File: src/rtl/uart_tx_arbiter_pkg.sv
// Shared types for the UART arbiters: FSM state encoding and grant-index width helper.
package uart_tx_arbiter_pkg;

  typedef enum logic {
    ST_IDLE  = 1'b0,
    ST_GRANT = 1'b1
  } arb_state_e;

  // Grant index width: max(1, clog2(n)).
  function automatic int unsigned gid_width(input int unsigned n);
    return (n <= 2) ? 1 : $clog2(n);
  endfunction

endpackage

File: src/rtl/uart_rr_pick.sv
// Rotating-priority picker: first set request at or after ptr, wrapping modulo NUM_REQ.
module uart_rr_pick #(
  parameter int unsigned NUM_REQ = 2,
  parameter int unsigned GID_W   = 1
) (
  input  logic [NUM_REQ-1:0] req,
  input  logic [GID_W-1:0]   ptr,
  output logic [GID_W-1:0]   idx,
  output logic               hit
);

  // Two linear passes (ptr..top, then 0..top) instead of a modulo index.
  always_comb begin
    idx = '0;
    hit = 1'b0;
    for (int unsigned i = 0; i < NUM_REQ; i++) begin
      if (!hit && req[i] && (i >= 32'(ptr))) begin
        hit = 1'b1;
        idx = GID_W'(i);
      end
    end
    for (int unsigned i = 0; i < NUM_REQ; i++) begin
      if (!hit && req[i]) begin
        hit = 1'b1;
        idx = GID_W'(i);
      end
    end
  end

endmodule

File: src/rtl/uart_tx_arbiter.sv
// Packet-granular round-robin arbiter sharing the UART TX serializer among NUM_REQ
// byte-stream requesters, with idle-timeout grant revocation and one registered output stage.
module uart_tx_arbiter
  import uart_tx_arbiter_pkg::*;
#(
  parameter int unsigned NUM_REQ = 2,
  parameter int unsigned DATA_W  = 8,
  parameter int unsigned TIMEOUT = 1023,
  parameter int unsigned GID_W   = gid_width(NUM_REQ)
) (
  input  logic                      clk,
  input  logic                      rst,
  input  logic [NUM_REQ-1:0]        req_valid,
  input  logic [NUM_REQ*DATA_W-1:0] req_data,
  input  logic [NUM_REQ-1:0]        req_last,
  output logic [NUM_REQ-1:0]        req_ready,
  output logic                      tx_valid,
  output logic [DATA_W-1:0]         tx_data,
  input  logic                      tx_ready,
  output logic [GID_W-1:0]          grant_id,
  output logic                      busy,
  output logic                      timeout_pulse
);

  localparam int unsigned CNT_W = $clog2(TIMEOUT + 1);

  arb_state_e         r_state, w_state_nxt;
  logic [GID_W-1:0]   r_ptr, r_gid, w_pick, w_gid_inc;
  logic               w_hit;
  logic [CNT_W-1:0]   r_idle_cnt;
  logic               r_tx_valid;
  logic [DATA_W-1:0]  r_tx_data;
  logic               r_to_pulse;
  logic               w_sel_valid, w_sel_last;
  logic [DATA_W-1:0]  w_sel_data;
  logic               w_slot_free, w_timeout, w_accept;

  uart_rr_pick #(
    .NUM_REQ(NUM_REQ),
    .GID_W  (GID_W)
  ) u_pick (
    .req(req_valid),
    .ptr(r_ptr),
    .idx(w_pick),
    .hit(w_hit)
  );

  always_comb begin
    w_sel_valid = 1'b0;
    w_sel_last  = 1'b0;
    w_sel_data  = '0;
    for (int unsigned i = 0; i < NUM_REQ; i++) begin
      if (32'(r_gid) == i) begin
        w_sel_valid = req_valid[i];
        w_sel_last  = req_last[i];
        w_sel_data  = req_data[i*DATA_W +: DATA_W];
      end
    end
  end

  assign w_gid_inc   = (32'(r_gid) == NUM_REQ - 1) ? '0 : r_gid + 1'b1;
  assign w_slot_free = !r_tx_valid || tx_ready;
  assign w_timeout   = (r_state == ST_GRANT) && (r_idle_cnt == CNT_W'(TIMEOUT));

  always_comb begin
    w_state_nxt = r_state;
    req_ready   = '0;
    w_accept    = 1'b0;
    case (r_state)
      ST_IDLE: begin
        if (w_hit) w_state_nxt = ST_GRANT;
      end
      ST_GRANT: begin
        if (w_timeout) begin
          w_state_nxt = ST_IDLE;
        end else begin
          for (int unsigned i = 0; i < NUM_REQ; i++) begin
            if (32'(r_gid) == i) req_ready[i] = w_slot_free;
          end
          w_accept = w_sel_valid && w_slot_free;
          if (w_accept && w_sel_last) w_state_nxt = ST_IDLE;
        end
      end
    endcase
  end

  always_ff @(posedge clk or posedge rst) begin
    if (rst) begin
      r_state    <= ST_IDLE;
      r_ptr      <= '0;
      r_gid      <= '0;
      r_idle_cnt <= '0;
      r_tx_valid <= 1'b0;
      r_tx_data  <= '0;
      r_to_pulse <= 1'b0;
    end else begin
      r_state    <= w_state_nxt;
      r_to_pulse <= w_timeout;
      if (r_state == ST_IDLE && w_hit) r_gid <= w_pick;
      if (w_timeout || (w_accept && w_sel_last)) r_ptr <= w_gid_inc;
      // Counts only cycles where the grantee has nothing to offer; saturates at TIMEOUT.
      if (r_state != ST_GRANT || w_sel_valid) begin
        r_idle_cnt <= '0;
      end else if (r_idle_cnt != CNT_W'(TIMEOUT)) begin
        r_idle_cnt <= r_idle_cnt + 1'b1;
      end
      if (w_accept) begin
        r_tx_valid <= 1'b1;
        r_tx_data  <= w_sel_data;
      end else if (tx_ready) begin
        r_tx_valid <= 1'b0;
      end
    end
  end

  assign tx_valid      = r_tx_valid;
  assign tx_data       = r_tx_data;
  assign grant_id      = r_gid;
  assign timeout_pulse = r_to_pulse;
  assign busy          = (r_state == ST_GRANT) || r_tx_valid;

endmodule

File: config.mk
export PLATFORM = sky130hd
export DESIGN_NAME = uart_tx_arbiter
export DESIGN_NICKNAME = d
export VERILOG_FILES = /design/src/rtl/uart_tx_arbiter_pkg.sv /design/src/rtl/uart_rr_pick.sv /design/src/rtl/uart_tx_arbiter.sv
export SDC_FILE = /design/constraint.sdc
export NUM_CORES = 1
export LEC_CHECK = 0
export ABC_CLOCK_PERIOD_IN_PS = 1800
export CORE_MARGIN = 2
export CORE_UTILIZATION = 41
export CTS_CLUSTER_DIAMETER = 120
export CTS_CLUSTER_SIZE = 30
export DETAILED_ROUTE_END_ITERATION = 6
export PLACE_DENSITY = 0.74
export SKIP_CTS_REPAIR_TIMING = 1
export SYNTH_ARGS = -nofsm -noshare
export SYNTH_HDL_FRONTEND = slang
export SYNTH_SLANG_ARGS = --single-unit
export TNS_END_PERCENT = 50
File: constraint.sdc
create_clock -name clk -period 1.8 [get_ports clk]
set_input_delay 0.18 -clock clk [delete_from_list [all_inputs] [get_ports clk]]
set_output_delay 0.18 -clock clk [all_outputs]
set_load 0.005 [all_outputs]
==> flow_summary.ini, run 1 <==
[status]
outcome = complete, no violations

[logic_synthesis]
avgSynthCellArea_um2 = 11.7
synth_edf_count = 0
yosysWarnings = 0
netlist_area_um2 = 1210
async_flop_share_pct = 100
synth_top_area_share_pct = 47.7
synth.most_common_cell = dfrtp_1
ys_seq_elements = 23
synthTopCellsByArea = dfrtp_1 (48%), mux2_1 (8.4%), mux2_2 (8.4%)
post-synth-top-area-cell = dfrtp_1
ys_seq_area_share_pct = 47.7
synthFlopType = dfrtp_1
synth_common_cells = dfrtp_1 (23), mux2_1 (9), mux2_2 (9), nor2_1 (9), nand2_1 (5)
ys_types = 36
syn_nets = 127
syn_inst = 103

[global_routing]
grt_pass1_wl_um = 4620
use_met3_pct = 2.46
grt-ovfl-total = 0
top_usage_layer = met2
use_met2_pct = 31.3
antenna_found_initial = 0
grtUsageTotal_pct = 17.6
met1_usage_pct = 21.9
grt_max_degree = 24
grt_pass1_vias = 1026

[cts]
cts_tree = done
cts_buffers = 3
clk_path_buf_depth = 2
ctsRootBufferMaster = clkbuf_4
clkTransAtPathRegs_ns = 0.12
htree_levels = 1
insertion_delay_ns = 0.31
cts.sink_count = 23

[final_layout]
multi_input_area_um2 = 621
antennaDiodeCount = 0
fillers = 240
utilization_pct = 63.2
drive_gt1_share_pct = 25.6
seqCellArea_um2 = 578
fin_nets = 181
area_delta_synth_final_pct = 45.6

[critical_path]
reg2reg_slack_ns = 0.08
slowest_stage = dfrtp_1
path_class = reg -> out
path_delay_family = flip-flops
end_kind = output port
slowest_delay_ns = 0.38
crit_cells = 5
crit_required_ns = 1.62
rr_worst_depth = 6
critPathBufInv = 1
cp_data_arrival_time_ns = 1.55
crit_fanout = 3
worstPathCellList = ha_2 > nand3_4 > o311ai_4 > nor2_1 > dlymetal6s2s_1
start_kind = register

[floorplan]
die_y_um = 58.2
die_w_um = 58.2
num_io_pins = 37
core_um2 = 2780
rows = 19
initial_core_util_pct = 43.4
die_area_um2 = 3390

[power_and_ir_drop]
pwr_density_cell_nw_per_um2 = 1200
vdd_ir_drop_max_uv = 821
p_leak_nw = 0.772
total_power_mw = 2.11

[detailed_routing]
drt_pre_antenna_iters = 4
wl_per_cell_um = 15.2
drt-initial-drc-count = 21
drc = 0
vias_per_cell = 5.51
drt_wl_total_um = 2850
antenna_left = 0
vias = 1031

[place]
gp_congestion = 0.856
place.port_buffers = 36
place_hpwl_um = 2110

[timing]
finalCritPeriodShare_pct = 96.3
maxClockFrequency_mhz = 577
rsz0062_at_grt = true
maxSlewViolCount = 0
period_minus_slack_ns = 1.73
fin_worst_skew_ns = 0.00760
slew_headroom_pct = 69.8
tightest_slew_ns = 0.450
setup_viol = 0
final_hold_viol_count = 0

[flow_run]
max_cap_viol_count = 0

[min_path]
hold_class = in -> async
-- routing by layer --
layer,wire (um),part of all wire (%)
met5,0,0
met3,166,5.8
met4,34,1.2
met2,1400,49
met1,1250,44
-- state kept, by name (all words and copies together) (netlist names) --
name	count
r_ptr	1
tx_valid	1
r_state	1
grant_id	1
r_idle_cnt	10
tx_data	8
timeout_pulse	1
-- area by class of cell --
cell class / instances / share of cell area [%]
inverter: 4 / 0.855
sequential: 23 / 32.9
clock buffer: 4 / 1.50
timing repair buffer: 51 / 27.2
tap: 31 / 2.21
multi-input combinational: 74 / 35.3
-- power breakdown --
part	switching, mW	internal, mW	total [mW]
clock	0.149	0.0865	0.236
combinational	0.401	0.678	1.08
sequential	0.118	0.679	0.798
-- cell families after synthesis --
group           Yosys count  synth area share (%)
simple gates             34                  16.9
flops                    23                  47.7
fa+ha+maj                 1                  1.04
xor+xnor                  2                  1.45
buf+inv                   6                  1.97
compound gates           15                  9.75
mux                      22                  21.2
-- per-stage QoR --
step | hold slack, ns | setup WS (ns) | instances | TNS [ns] | area [um^2]
floorplan | 0.182 | 0.136 | 103 | 0 | 1210
global placement | 0.467 | 0.0232 | 180 | 0 | 1690
detailed placement | 0.476 | -0.0290 | 180 | -0.150 | 1690
CTS | 0.197 | -0.331 | 184 | -0.664 | 1710
global route | 0.233 | -0.0159 | 187 | -0.0162 | 1760
finish | 0.200 | 0.0674 | 187 | 0 | 1760
-- path summary, 6_finish.rpt --
kind | from | end
setup / recovery | r_idle_cnt[1]$_DFFE_PP0P_ | req_ready[1]
hold / removal | rst | timeout_pulse$_DFF_PP0_
setup reg to reg | r_idle_cnt[1]$_DFFE_PP0P_ | tx_data[4]$_DFFE_PP0P_
hold reg to reg | tx_data[0]$_DFFE_PP0P_ | tx_data[0]$_DFFE_PP0P_
max in group asynchronous | rst | r_state$_DFF_PP0_
min in group clk | tx_data[0]$_DFFE_PP0P_ | tx_data[0]$_DFFE_PP0P_
-- cell usage in the layout, fill, tap and decap left out, drive strengths merged, types with 2 or more instances in the layout --
master | netlist | final
nand3 | 5 | 5
and4b | 2 | 2
and3 | 2 | 2
dlymetal6s2s | 0 | 2
nor2 | 10 | 10
o21ai | 2 | 2
inv | 4 | 4
o211ai | 2 | 2
a21oi | 3 | 3
mux2i | 4 | 4
clkdlybuf4s50 | 0 | 34
mux2 | 18 | 18
dfrtp | 23 | 23
nand2 | 6 | 6
nor3 | 3 | 3
or4 | 2 | 2
a31oi | 3 | 3
buf | 1 | 15
clkbuf | 1 | 4
-- tightest hold or removal path, cell delays in order --
cell             delay, ns
clkdlybuf4s50_1       0.40
inv_1                 0.05
buf_4                 0.29
Note: power is estimated with default switching activity, not from simulation.
==> run 2, diff against run 1 <==
--- a/config.mk
+++ b/config.mk
@@ -11,6 +11,7 @@
 export CTS_CLUSTER_DIAMETER = 120
 export CTS_CLUSTER_SIZE = 30
 export DETAILED_ROUTE_END_ITERATION = 6
+export HOLD_SLACK_MARGIN = 0.02
 export PLACE_DENSITY = 0.74
 export SKIP_CTS_REPAIR_TIMING = 1
 export SYNTH_ARGS = -nofsm -noshare
==> results of run 2 <==
Final layout, timing and power as in run 1 (identical DEF).
